$ cat src/rtl/riscv_pkg.sv
// Shared encodings for the multicycle RV32I datapath: opcodes, mux selects,
// ALU and immediate-format codes, plus the controller state encoding.
package riscv_pkg;

   localparam logic [6:0] OP_LOAD   = 7'b0000011;
   localparam logic [6:0] OP_STORE  = 7'b0100011;
   localparam logic [6:0] OP_RTYPE  = 7'b0110011;
   localparam logic [6:0] OP_ITYPE  = 7'b0010011;
   localparam logic [6:0] OP_BRANCH = 7'b1100011;
   localparam logic [6:0] OP_JAL    = 7'b1101111;
   localparam logic [6:0] OP_JALR   = 7'b1100111;
   localparam logic [6:0] OP_LUI    = 7'b0110111;

   localparam logic [2:0] IMM_I = 3'd0;
   localparam logic [2:0] IMM_S = 3'd1;
   localparam logic [2:0] IMM_B = 3'd2;
   localparam logic [2:0] IMM_J = 3'd3;
   localparam logic [2:0] IMM_U = 3'd4;

   localparam logic [2:0] ALU_ADD = 3'b000;
   localparam logic [2:0] ALU_SUB = 3'b001;
   localparam logic [2:0] ALU_AND = 3'b010;
   localparam logic [2:0] ALU_OR  = 3'b011;
   localparam logic [2:0] ALU_XOR = 3'b100;
   localparam logic [2:0] ALU_SLT = 3'b101;

   localparam logic [1:0] RES_ALUOUT = 2'b00;
   localparam logic [1:0] RES_DATA   = 2'b01;
   localparam logic [1:0] RES_ALURES = 2'b10;

   localparam logic [1:0] SRCA_PC    = 2'b00;
   localparam logic [1:0] SRCA_OLDPC = 2'b01;
   localparam logic [1:0] SRCA_RS1   = 2'b10;
   localparam logic [1:0] SRCA_ZERO  = 2'b11;

   localparam logic [1:0] SRCB_RS2   = 2'b00;
   localparam logic [1:0] SRCB_IMM   = 2'b01;
   localparam logic [1:0] SRCB_FOUR  = 2'b10;

   typedef enum logic [1:0] {
      ALUOP_ADD   = 2'b00,
      ALUOP_SUB   = 2'b01,
      ALUOP_FUNCT = 2'b10
   } alu_op_e;

   typedef enum logic [3:0] {
      S_FETCH, S_DECODE, S_MEMADR, S_MEMREAD, S_MEMWB, S_MEMWRITE, S_EXECR,
      S_EXECI, S_ALUWB, S_BRANCH, S_JAL, S_JALR1, S_JALR2, S_LUI
   } state_e;

   function automatic logic [2:0] imm_src_of(input logic [6:0] op);
      case (op)
         OP_STORE:  imm_src_of = IMM_S;
         OP_BRANCH: imm_src_of = IMM_B;
         OP_JAL:    imm_src_of = IMM_J;
         OP_LUI:    imm_src_of = IMM_U;
         default:   imm_src_of = IMM_I;
      endcase
   endfunction

endpackage

$ cat src/rtl/multicycle_controller_alu_decoder.sv
// Maps the controller's coarse ALUOp plus instruction fields to ALUControl.
module alu_decoder
   import riscv_pkg::*;
(
   input  alu_op_e    alu_op_i,
   input  logic [2:0] funct3_i,
   input  logic       funct7b5_i,
   input  logic       op5_i,
   output logic [2:0] alu_control_o
);

   always_comb begin
      alu_control_o = ALU_ADD;
      case (alu_op_i)
         ALUOP_SUB: alu_control_o = ALU_SUB;
         ALUOP_FUNCT: begin
            case (funct3_i)
               // Only R-type (op[5]=1) can request sub; addi ignores funct7b5.
               3'b000:  alu_control_o = (op5_i & funct7b5_i) ? ALU_SUB : ALU_ADD;
               3'b010:  alu_control_o = ALU_SLT;
               3'b100:  alu_control_o = ALU_XOR;
               3'b110:  alu_control_o = ALU_OR;
               3'b111:  alu_control_o = ALU_AND;
               default: alu_control_o = ALU_ADD;
            endcase
         end
         default: alu_control_o = ALU_ADD;
      endcase
   end

endmodule

$ cat src/rtl/multicycle_controller.sv
// Moore FSM sequencing the multicycle RV32I datapath; outputs decode from the
// current state, with reset overriding the state to FETCH and killing enables.
module multicycle_controller
   import riscv_pkg::*;
(
   input  logic       clk,
   input  logic       reset,
   input  logic [6:0] op,
   input  logic [2:0] funct3,
   input  logic       funct7b5,
   input  logic       Zero,
   output logic       PCWrite,
   output logic       AdrSrc,
   output logic       MemWrite,
   output logic       IRWrite,
   output logic       RegWrite,
   output logic [1:0] ResultSrc,
   output logic [1:0] ALUSrcA,
   output logic [1:0] ALUSrcB,
   output logic [2:0] ALUControl,
   output logic [2:0] ImmSrc
);

   state_e  state_q, state_d, state_eff;
   alu_op_e alu_op;
   logic    pc_update, branch, ir_write, mem_write, reg_write;

   always_ff @(posedge clk) begin
      if (reset) state_q <= S_FETCH;
      else       state_q <= state_d;
   end

   always_comb begin
      state_d = S_FETCH;
      case (state_q)
         S_FETCH: state_d = S_DECODE;
         S_DECODE: begin
            case (op)
               OP_LOAD, OP_STORE: state_d = S_MEMADR;
               OP_RTYPE:          state_d = S_EXECR;
               OP_ITYPE:          state_d = S_EXECI;
               OP_BRANCH:         state_d = S_BRANCH;
               OP_JAL:            state_d = S_JAL;
               OP_JALR:           state_d = S_JALR1;
               OP_LUI:            state_d = S_LUI;
               default:           state_d = S_FETCH;
            endcase
         end
         S_MEMADR:  state_d = op[5] ? S_MEMWRITE : S_MEMREAD;
         S_MEMREAD: state_d = S_MEMWB;
         S_EXECR, S_EXECI, S_JAL, S_JALR2, S_LUI: state_d = S_ALUWB;
         S_JALR1:   state_d = S_JALR2;
         default:   state_d = S_FETCH;
      endcase
   end

   // Reset makes the outputs look like FETCH immediately, not one edge later.
   assign state_eff = reset ? S_FETCH : state_q;

   always_comb begin
      pc_update = 1'b0;
      branch    = 1'b0;
      ir_write  = 1'b0;
      mem_write = 1'b0;
      reg_write = 1'b0;
      AdrSrc    = 1'b0;
      ResultSrc = RES_ALUOUT;
      ALUSrcA   = SRCA_PC;
      ALUSrcB   = SRCB_RS2;
      alu_op    = ALUOP_ADD;
      case (state_eff)
         S_FETCH: begin
            ir_write  = 1'b1;
            pc_update = 1'b1;
            ALUSrcB   = SRCB_FOUR;
            ResultSrc = RES_ALURES;
         end
         S_DECODE: begin
            ALUSrcA = SRCA_OLDPC;
            ALUSrcB = SRCB_IMM;
         end
         S_MEMADR, S_JALR1: begin
            ALUSrcA = SRCA_RS1;
            ALUSrcB = SRCB_IMM;
         end
         S_MEMREAD: AdrSrc = 1'b1;
         S_MEMWB: begin
            ResultSrc = RES_DATA;
            reg_write = 1'b1;
         end
         S_MEMWRITE: begin
            AdrSrc    = 1'b1;
            mem_write = 1'b1;
         end
         S_EXECR: begin
            ALUSrcA = SRCA_RS1;
            alu_op  = ALUOP_FUNCT;
         end
         S_EXECI: begin
            ALUSrcA = SRCA_RS1;
            ALUSrcB = SRCB_IMM;
            alu_op  = ALUOP_FUNCT;
         end
         S_ALUWB: reg_write = 1'b1;
         S_BRANCH: begin
            ALUSrcA = SRCA_RS1;
            alu_op  = ALUOP_SUB;
            branch  = 1'b1;
         end
         S_JAL, S_JALR2: begin
            ALUSrcA   = SRCA_OLDPC;
            ALUSrcB   = SRCB_FOUR;
            pc_update = 1'b1;
         end
         S_LUI: begin
            ALUSrcA = SRCA_ZERO;
            ALUSrcB = SRCB_IMM;
         end
         default: ;
      endcase
   end

   assign PCWrite  = ~reset & (pc_update | (branch & (Zero ^ funct3[0])));
   assign IRWrite  = ~reset & ir_write;
   assign MemWrite = ~reset & mem_write;
   assign RegWrite = ~reset & reg_write;
   assign ImmSrc   = imm_src_of(op);

   alu_decoder u_alu_dec (
      .alu_op_i      (alu_op),
      .funct3_i      (funct3),
      .funct7b5_i    (funct7b5),
      .op5_i         (op[5]),
      .alu_control_o (ALUControl)
   );

endmodule

$ cat config.mk
export PLATFORM = sky130hd
export DESIGN_NAME = multicycle_controller
export DESIGN_NICKNAME = d
export VERILOG_FILES = /design/src/rtl/riscv_pkg.sv /design/src/rtl/multicycle_controller_alu_decoder.sv /design/src/rtl/multicycle_controller.sv
export SDC_FILE = /design/constraint.sdc
export NUM_CORES = 1
export LEC_CHECK = 0
export BUFFER_PORTS_ARGS = -buffer_cell sky130_fd_sc_hd__buf_2
export CAP_MARGIN = 5
export CORE_MARGIN = 5
export CORE_UTILIZATION = 40
export DETAILED_ROUTE_END_ITERATION = 6
export PLACE_DENSITY = 0.73
export SLEW_MARGIN = 25
export SYNTH_ARGS = -nofsm -noshare
export SYNTH_HDL_FRONTEND = slang
export SYNTH_SLANG_ARGS = --single-unit
$ cat constraint.sdc
create_clock -name clk -period 1.35 [get_ports clk]
set_clock_uncertainty 0.1 [all_clocks]
set_input_delay 0 -clock clk [delete_from_list [all_inputs] [get_ports clk]]
set_output_delay 0 -clock clk [all_outputs]
set_load 0.02 [all_outputs]
# Yosys cells after proc, flatten, opt, wreduce, memory -nomap -nowiden
# Cells that the tools add are included.
[classes] n_reduce_logical=12 eq_ne=36 muxes=18 bitwise_logic=9
[ops] cell="$eq A4 B4 Y1 const B" count=10
[ops] cell="$pmux W4 S7" count=1
[ops] cell="$eq A4 B3 Y1 const B" count=6
[ops] cell="$pmux W4 S6" count=1
[ops] cell="$eq A7 B6 Y1 const B" count=3
[ops] cell="$eq A7 B7 Y1 const B" count=3
[ops] cell="$eq A4 B2 Y1 const B" count=4
[ops] cell="$pmux W3 S5" count=1
[ops] cell="$reduce_or A5 Y1" count=3
[ops] cell="$pmux W2 S2" count=3
[ops] cell="$pmux W3 S4" count=1
[ops] cell="$eq A3 B3 Y1 const B" count=3
[ops] cell="$eq A4 B1 Y1 const B" count=2
[ops] cell="$logic_not A4 Y1" count=2
[ops] cell="$reduce_or A2 Y1" count=4
[ops] cell="$eq A7 B2 Y1 const B" count=1
[ops] cell="$eq A7 B5 Y1 const B" count=1
[ops] cell="$mux W1" count=7
[ops] cell="$and A1 B1 Y1" count=6
[ops] cell="$pmux W2 S3" count=1
[ops] cell="$pmux W3 S2" count=1
[ops] cell="$reduce_or A3 Y1" count=2
[ops] cell="$mux W4" count=1
[ops] cell="$eq A3 B2 Y1 const B" count=1
[ops] cell="other kinds (7)" count=7
[totals] wordCells=76 out_inout_bits=17 regBits=4

# Logic depth before layout (Yosys ltp)
# Gate-level depths: netlist (run 1).
[depth] ltp_word=6 ltp_mapped=7 ltp_nobuf=6

# Modules after synthesis
# From an unflattened synthesis (run 1), not the netlist that was laid out.
[unflattened] cells_unflattened=91 hier_area_um2=646.9
[by_module_without_submodules] mod="multicycle_controller" area_each_um2=548.0 seq_area_each_um2=80.1 n_inst=1 cells_each=79
[by_module_without_submodules] mod="alu_decoder" area_each_um2=98.8 seq_area_each_um2=0.0 n_inst=1 cells_each=12

# Least setup slack after synthesis (run 1)
# No wires, ideal clock.
[synth_path] path_type="flip-flop to output port" startpoint="register state_q[1]" endpoint="output ALUControl[2]" slack_ns=-0.697 stages_incl_launch_ff=5 required_time_ns=1.250 arrival_time_ns=1.947 path_buffers=0 path_cell_list="dfxtp_1 > nand2b_1 > or3_1 > ha_1 > nor4b_1"
[synth_between] elab_chain_cells=6 word_cells_on_any_way=9
[synth_lines] item="start: declaration" line="multicycle_controller.sv:24" rtl="state_e state_q, state_d, state_eff;"
[synth_lines] item="start signal: assignment" line="multicycle_controller.sv:30" rtl="else state_q <= state_d;"
[synth_lines] item="$mux W4 *" line="multicycle_controller.sv:58" rtl="assign state_eff = reset ? S_FETCH : state_q;"
[synth_lines] item="$eq A4 B3 Y1" line="multicycle_controller.sv:71" rtl="case (state_eff)"
[synth_lines] item="$reduce_or A2 Y1 (no line)"
[synth_lines] item="$pmux W2 S2 *" line="multicycle_controller.sv:71"
[synth_lines] item="$eq A2 B2 Y1 or $eq A2 B1 Y1 (tied branches)" line="multicycle_controller_alu_decoder.sv:14" rtl="case (alu_op_i)"
[synth_lines] item="$pmux W3 S2 *" line="multicycle_controller_alu_decoder.sv:14"
[synth_lines] item="end: declaration" line="multicycle_controller.sv:20" rtl="output logic [2:0] ALUControl,"
# Mark *: on every way between the ends. The rest lies on a longest branch, timed or not.

# Final worst setup path (run 1)
# Ends and elaborated chain as after synthesis.

==> results by group, run 1 <==
Status
  • Status: finished, violations left
  • Violated checks: setup timing

STA
  • Final period utilization: 139%
  • Final setup viols: 17
  • Slew at the pin closest to its max-slew limit: 266 ps
  • Worst setup margin: -520 ps
  • FMAX: 535 MHz
  • Final Hold Violating Endpoints: 0
  • Final Max Slew Viols: 0
  • RSZ-0062 raised after global routing: yes
  • Min cycle time layout: 1870 ps
  • Max transition margin: 82.1%

Drt
  • DR vias/cell: 6.17
  • WL final: 3270 µm
  • ANT nets after route: 0
  • First drt pass iteration count: 4
  • Via count: 1030
  • WL per Instance: 19.6 µm
  • 1st-iter DRT viols: 31
  • DRC: 0

Power and ir drop
  • Power density over the cells: 406 nW/µm²
  • Maximum vdd ir drop: 0.000354 V
  • Power, Total: 0.000543 W
  • Leakage power: 0.588 nW

Floorplan
  • Total core area: 1520 µm²
  • Full die area: 2530 µm²
  • Die width: 50.3 µm
  • Starting Density: 42.5%
  • DIE HEIGHT: 50.3 µm
  • Rows: 14
  • IO Pins: 31

Critical path
  • Crit. End Element: output pin
  • Crit path required time: 1250 ps
  • Critical-path maximum fanout: 2
  • CP startpoint kind: register
  • Crit path arrival time: 1770 ps
  • Crit Path Class: reg -> out

Final layout
  • Area Growth Syn to Fin: 106%
  • Largest register FFs: 4
  • Layout fillers: 70
  • Reg with most FFs: state_q
  • Commonest cells after routing, fill and taps aside: 20 x buf_4, 20 x buf_6, 16 x buf_2, 10 x nor2_1, 6 x inv_1
  • Layout cell share with drive strength beyond 1: 64.2%
  • Number of nets in the layout: 169
  • FF/Latch Area: 86.3 µm²
  • Final Cell Area: 1340 µm²
  • Antenna cells: 0
  • Biggest regs: state_q x4
  • Multi-input logic area: 716 µm²

Placed design
  • Port Buf Inserts: 30
  • Post-Place Cell Area: 945 µm²
  • GP Congestion: 0.847
  • Pre-CTS WS: -264 ps
  • HPWL Detailed: 1670 µm

Global routing
  • Total congestion overflow: 0
  • Vias in the first global route: 891
  • Total GRT Usage: 20.7%
  • Largest net degree at the start of global routing: 15
  • Global-route wire length before repair: 4060 µm
  • Initial antenna violation count: 0

Synth
  • FF+latch count, synth: 4
  • Synth Instances: 98
  • Cell variety after synth: 35
  • Syn avg cell area: 6.61 µm²
  • Seq/Total Area, Yosys: 12.4%
  • Syn nets: 114
  • Synth Cell Area: 648 µm²
  • Synthesis warning total: 0

Job
  • Max Cap Viol: 0

Clock tree
  • Clk buf depth: 2
  • CTS tree: yes
  • Root Buffer: clkbuf_4
  • Clock slew at reported path FFs: 40 ps
  • Htree depth: 1
  • Latest clock arrival within the worst-skew pair: 250 ps
  • TritonCTS Buffers: 3
  • Clock Sinks: 4

Min path
  • Hold WC Path Type: in -> reg
[cell usage after synthesis]
library cell | count | area share (%)
nor2_1 | 13 | 7.5
nand2_1 | 7 | 4.1
nand2b_1 | 7 | 6.8
inv_1 | 6 | 3.5
a21oi_1 | 5 | 3.9
nand3_1 | 5 | 3.9
nor3_1 | 5 | 3.9
dfxtp_1 | 4 | 12
a31oi_1 | 3 | 2.9
and3_1 | 3 | 2.9
nand3b_1 | 3 | 3.5
or3_1 | 3 | 2.9
xnor2_1 | 3 | 4.1
xor2_1 | 3 | 4.1
buf_2 | 2 | 1.5
buf_4 | 2 | 2.3
clkbuf_1 | 2 | 1.2
ha_1 | 2 | 3.9
nor2b_1 | 2 | 1.9
o21ai_0 | 2 | 1.5
or4b_1 | 2 | 3.1
a2111o_1 | 1 | 1.7
a2111oi_1 | 1 | 1.5
a21o_1 | 1 | 1.2
a31o_2 | 1 | 1.4
a32oi_1 | 1 | 1.4
and2_1 | 1 | 0.97
and2b_1 | 1 | 1.2
buf_6 | 1 | 1.7
mux2i_1 | 1 | 1.5
nor4b_1 | 1 | 1.4
o21a_1 | 1 | 1.2
o31a_1 | 1 | 1.4
o31ai_1 | 1 | 1.2
or2_2 | 1 | 0.97
[path summary, 6_finish.rpt]
| check | start | to | slack, ps | depth (start not counted) |
|---|---|---|---|---|
| worst max-delay path | state_q[1] | ALUControl[2] | -520 | 5 |
| worst min-delay path | op[3] | state_q[0] | 2 | 3 |
| worst max register to register | state_q[3] | state_q[2] | -180 | 6 |
| worst min register to register | state_q[0] | state_q[0] | 480 | 2 |
[where the power goes]
part / switching (W) / total, W / leakage (nW) / internal [W]
clock network: 0.0000652 / 0.000166 / 0.0138 / 0.000101
logic: 0.000135 / 0.000253 / 0.540 / 0.000118
registers: 0.00000429 / 0.000125 / 0.0341 / 0.000120
[routing by layer]
layer	vias up	wire [µm]	track usage, %
met2	72	1690	35.1
li1	452	-	-
met1	481	1120	22.0
met5	-	0	0
met4	0	231	17.0
met3	25	226	3.25
[layout make-up]
class	instances	area share, %
Multi-Input combinational cell	81	53.5
Timing Repair Buffer	57	35.2
Sequential cell	4	6.45
Clock buffer	3	1.68
Inverter	6	1.68
Tap cell	16	1.50
[what timing repair did]
item,CTS,global route
buffers inserted,5,11
hold endpoints to repair,0,0
pin swaps,10,14
gates resized for setup,50,22
hold buffers,0,0
setup endpoints to repair,15,16
[cell families after synthesis]
group / Yosys count / synth area share [%]
simple gates: 54 / 44.8
compound gates: 18 / 19.1
buf+inv: 13 / 10.2
xor+xnor: 6 / 8.11
flops: 4 / 12.4
fa+ha+maj: 2 / 3.86
mux: 1 / 1.54
[through the flow]
| step | hold slack, ps | util [%] | TNS [ps] | instances |
|---|---|---|---|---|
| CTS | 13.2 | 77.5 | -2790 | 158 |
| global placement | 223 | 62.0 | -503 | 150 |
| floorplan | -63.0 | - | -318 | 98 |
| detailed placement | 230 | 62.0 | -781 | 150 |
| finish | 2.14 | 87.8 | -4410 | 167 |
| global route | 47.2 | 87.8 | -5070 | 167 |
[worst max-delay path: stages (launching register included)]
cell	delay, ps
dfxtp_1	310
nand2b_4	150
or3_4	390
ha_4	240
nor4b_4	250
buf_4	180
Note: power is estimated with default switching activity, not from simulation.
==> inputs of run 2 (changes only) <==
--- a/config.mk
+++ b/config.mk
@@ -5,12 +5,13 @@
 export SDC_FILE = /design/constraint.sdc
 export NUM_CORES = 1
 export LEC_CHECK = 0
+export ABC_AREA = 1
 export BUFFER_PORTS_ARGS = -buffer_cell sky130_fd_sc_hd__buf_2
 export CAP_MARGIN = 5
 export CORE_MARGIN = 5
 export CORE_UTILIZATION = 40
 export DETAILED_ROUTE_END_ITERATION = 6
-export PLACE_DENSITY = 0.73
+export PLACE_DENSITY = 0.75
 export SLEW_MARGIN = 25
 export SYNTH_ARGS = -nofsm -noshare
 export SYNTH_HDL_FRONTEND = slang
==> constraint.sdc (replaced) <==
create_clock -name clk -period 1.35 [get_ports clk]
set_clock_uncertainty 0.1 [all_clocks]
set_input_delay 0 -clock clk [delete_from_list [all_inputs] [get_ports clk]]
set_output_delay 0 -clock clk [all_outputs]
set_load 0.1 [all_outputs]
==> results by group, run 2 <==
Status
  • Status: aborted with a tool error
  • Fail Step: 4_1_cts
  • Stop err: [ERROR DPL-0038] Utilization greater than 100%, impossible to legalize

Clock tree
  • Root Buffer: clkbuf_4
  • Cts hold-fix bufs: 0
  • Clock Sinks: 4
  • Htree depth: 1
  • Clk buf depth: 2
  • Post-CTS Setup Bufs: 8
  • TritonCTS Buffers: 3
  • Post-cts resize count: 53

Floorplan
  • IO Pins: 31
  • Rows: 14
  • Starting Density: 41.3%
  • DIE HEIGHT: 49.0 µm
  • Die width: 49.0 µm

Synth
  • Syn nets: 139
  • Most instantiated cells after synthesis: 37 x nand2_1, 24 x inv_1, 24 x nor2_1
  • Synth area leader: nand2_1
  • Synthesis warning total: 0
  • Synth Instances: 123
  • Syn avg cell area: 4.94 µm²
  • Top post-synthesis cells by area: nand2_1 23%, inv_1 15%, nor2_1 15%
  • Seq/Total Area, Yosys: 13.2%
  • FF+latch count, synth: 4
  • Top_reg_cell synth: dfxtp_1
  • Synth Cell Area: 608 µm²
  • EDFF count, synth: 0
  • Cell variety after synth: 18
  • Share of the synthesized area in the top cell type: 22.8%
  • Most instantiated library cell after synthesis: nand2_1
  • FFs w/ async S/R, synth: 0%

Placed design
  • HPWL Detailed: 2170 µm
  • GP Congestion: 0.864
  • Post-Place Cell Area: 1290 µm²
  • Port Buf Inserts: 30
  • Pre-CTS WS: -283 ps
[run 2: logic make-up after synthesis]
logic type | after synthesis | share of synthesized area [%]
AO/OA/AOI/OAI | 11 | 10.1
XOR/XNOR | 1 | 1.44
adder cells (fa/ha/maj) | 2 | 4.11
buffers and inverters | 25 | 15.4
flip-flops | 4 | 13.2
AND/OR/NAND/NOR | 80 | 55.8
[run 2: stage by stage]
stage	hold WS (ps)	util, %	cells	TNS (ps)
after global placement	258	87.7	189	-444
after detailed placement	271	87.7	189	-986
after floorplan	-40.6	-	123	-4530
==> inputs of run 3 (changes only) <==
--- a/config.mk
+++ b/config.mk
@@ -8,10 +8,10 @@
 export ABC_AREA = 1
 export BUFFER_PORTS_ARGS = -buffer_cell sky130_fd_sc_hd__buf_2
 export CAP_MARGIN = 5
-export CORE_MARGIN = 5
-export CORE_UTILIZATION = 40
+export CORE_AREA = 5 5 66 68
 export DETAILED_ROUTE_END_ITERATION = 6
-export PLACE_DENSITY = 0.75
+export DIE_AREA = 0 0 71 73
+export PLACE_DENSITY_LB_ADDON = 0.15
 export SLEW_MARGIN = 25
 export SYNTH_ARGS = -nofsm -noshare
 export SYNTH_HDL_FRONTEND = slang
==> constraint.sdc (replaced) <==
create_clock -name clk -period 1.8 [get_ports clk]
set_clock_uncertainty 0.1 [all_clocks]
set_input_delay 0 -clock clk [delete_from_list [all_inputs] [get_ports clk]]
set_output_delay 0 -clock clk [all_outputs]
set_load 0.1 [all_outputs]
==> results by group, run 3 <==
Status
  • Status: finished, final reports clean

Floorplan
  • Full die area: 5180 µm²
  • Die width: 71 µm
  • Total core area: 3800 µm²
  • IO Pins: 31
  • Rows: 23
  • DIE HEIGHT: 73 µm
  • Starting Density: 16.0%

Clock tree
  • Htree depth: 1
  • TritonCTS Buffers: 3
  • Root Buffer: clkbuf_8
  • Clock slew at reported path FFs: 40 ps
  • Clk buf depth: 2
  • CTS tree: yes
  • Clock Sinks: 4
  • Latest clock arrival within the worst-skew pair: 220 ps

Final layout
  • Biggest regs: state_q x4
  • Most common cell after layout, fill and taps aside: nand2_1
  • Layout Cells excl Fill: 211
  • Multi-input logic area: 553 µm²
  • Largest register FFs: 4
  • Layout cell share with drive strength beyond 1: 39.1%
  • Area Growth Syn to Fin: 89.5%
  • Antenna cells: 0
  • FF/Latch Area: 88.8 µm²
  • Reg with most FFs: state_q
  • Layout fillers: 458
  • Commonest cells after routing, fill and taps aside: 36 x nand2_1, 22 x inv_1, 21 x buf_2, 19 x nor2_1, 8 x buf_12
  • Number of nets in the layout: 179

Global routing
  • Largest net degree at the start of global routing: 11
  • Vias in the first global route: 880
  • Total GRT Usage: 9.04%
  • Global-route wire length before repair: 3750 µm
  • Initial antenna violation count: 0
  • Total congestion overflow: 0

Synth
  • FF+latch count, synth: 4
  • Seq/Total Area, Yosys: 13.2%
  • Share of the synthesized area in the top cell type: 22.8%
  • Syn avg cell area: 4.94 µm²
  • EDFF count, synth: 0
  • Syn nets: 139
  • Top post-synthesis cells by area: nand2_1 23%, inv_1 15%, nor2_1 15%
  • Cell variety after synth: 18
  • FFs w/ async S/R, synth: 0%
  • Synth Instances: 123
  • Most instantiated cells after synthesis: 37 x nand2_1, 24 x inv_1, 24 x nor2_1
  • Synthesis warning total: 0
  • Synth area leader: nand2_1
  • Synth Cell Area: 608 µm²
  • Most instantiated library cell after synthesis: nand2_1
  • Top_reg_cell synth: dfxtp_1

Power and ir drop
  • Leakage power: 0.582 nW
  • Sw Share: 39.8%
  • P_sw: 0.000189 W
  • Maximum vdd ir drop: 0.000289 V
  • Register share of total power: 19.3%
  • Power density over the cells: 411 nW/µm²
  • Clk network pwr share: 40.5%
  • Internal power: 0.000285 W
  • Comb power frac: 40.2%

Drt
  • DR vias/cell: 4.09
  • 1st-iter DRT viols: 10
  • Via count: 863
  • WL per Instance: 10.3 µm
  • DRC: 0
  • First drt pass iteration count: 4
  • WL final: 2180 µm
  • ANT nets after route: 0

Critical path
  • Crit Path Class: reg -> out
  • Crit path required time: 1700 ps
  • Crit path arrival time: 1620 ps
  • Crit. End Element: output pin
  • CP startpoint kind: register
  • Critical-path maximum fanout: 4

Placed design
  • GP Congestion: 0.808
  • HPWL Detailed: 1860 µm
  • Number of placed cells counting well taps: 206
  • Port Buf Inserts: 30

STA
  • Final Max Slew Viols: 0
  • Min cycle time layout: 1720 ps
  • Max transition margin: 67.6%
  • RSZ-0062 raised after global routing: yes
  • Final period utilization: 95.4%
  • Hold Slack: 31.2 ps
  • FMAX: 583 MHz
  • Slew at the pin closest to its max-slew limit: 489 ps
  • Final Hold Violating Endpoints: 0
  • Final setup viols: 0

Min path
  • Hold WC Path Type: in -> reg

Job
  • Max Cap Viol: 0
## run 3: cell counts after synthesis
Identical to the previous run, type by type.
## run 3: worst paths after layout
path                            startpoint       endpoint  slack, ps  depth (start not counted)
worst max-delay path            state_q[3]  ALUControl[2]         80                          9
worst min-delay path                 reset     state_q[2]         30                          3
worst max register to register  state_q[0]     state_q[3]        470                          8
worst min register to register  state_q[0]     state_q[0]        490                          3
## run 3: worst max-delay path, cell delays in order (launching register included)
cell	delay [ps]
dfxtp_4	350
inv_4	60
nand3_4	70
nor2_4	130
ha_4	140
inv_2	40
nor2_4	80
o21ai_2	70
nor3b_4	220
buf_12	200
## run 3: power groups by stage
stage	logic, W	clock network (W)	registers, W
floorplan	0.000127	0	0.0000949
global placement	0.000187	0	0.0000952
detailed placement	0.000188	0	0.0000952
CTS	0.000190	0.000201	0.0000912
global route	0.000205	0.000206	0.0000915
finish	0.000191	0.000192	0.0000914
## run 3: cells by family (layout without fill, tap and decap cells)
logic type / Yosys count / in the layout / synth area share (%)
xor gates and xnor gates: 1 / 1 / 1.44
adders and majority gates: 2 / 2 / 4.11
AOI/OAI and AO/OA: 11 / 11 / 10.1
buffers and inverters: 25 / 63 / 15.4
DFF: 4 / 4 / 13.2
and+or+nand+nor: 80 / 80 / 55.8
## run 3: final cells by class
cell class              count  share of cell area, %
flip-flops and latches      4                   7.71
inverters                  25                   8.36
clock buffers               3                   3.58
multi-input cells          94                   48.0
repair buffers             35                   26.9
well taps                  50                   5.43
## run 3: what timing repair did
action	4_1_cts	5_1_grt
hold buffers	0	0
pin swaps	3	4
setup endpoints to repair	2	4
buffers inserted	2	0
gates resized for setup	15	4
hold endpoints to repair	0	0
## run 3: per-stage QoR
step	power, W	setup slack, ps	instance area, µm²	utilization (%)	TNS [ps]
after floorplan	0.000221	-227	687	-	-548
after global placement	0.000282	173	1040	27.4	0
after detailed placement	0.000283	64.5	1040	27.4	0
after CTS	0.000482	4.32	1140	30.1	0
after global routing	0.000502	-9.09	1150	30.3	-9.09
final	0.000474	83.4	1150	30.3	0
## run 3: routing by layer
metal / track usage (%) / vias up / routed length [µm]
met5: 0 / - / 0
met4: 2.51 / 0 / 29
met3: 3.17 / 4 / 179
met2: 16.6 / 27 / 1080
met1: 9.84 / 375 / 890
li1: - / 457 / -
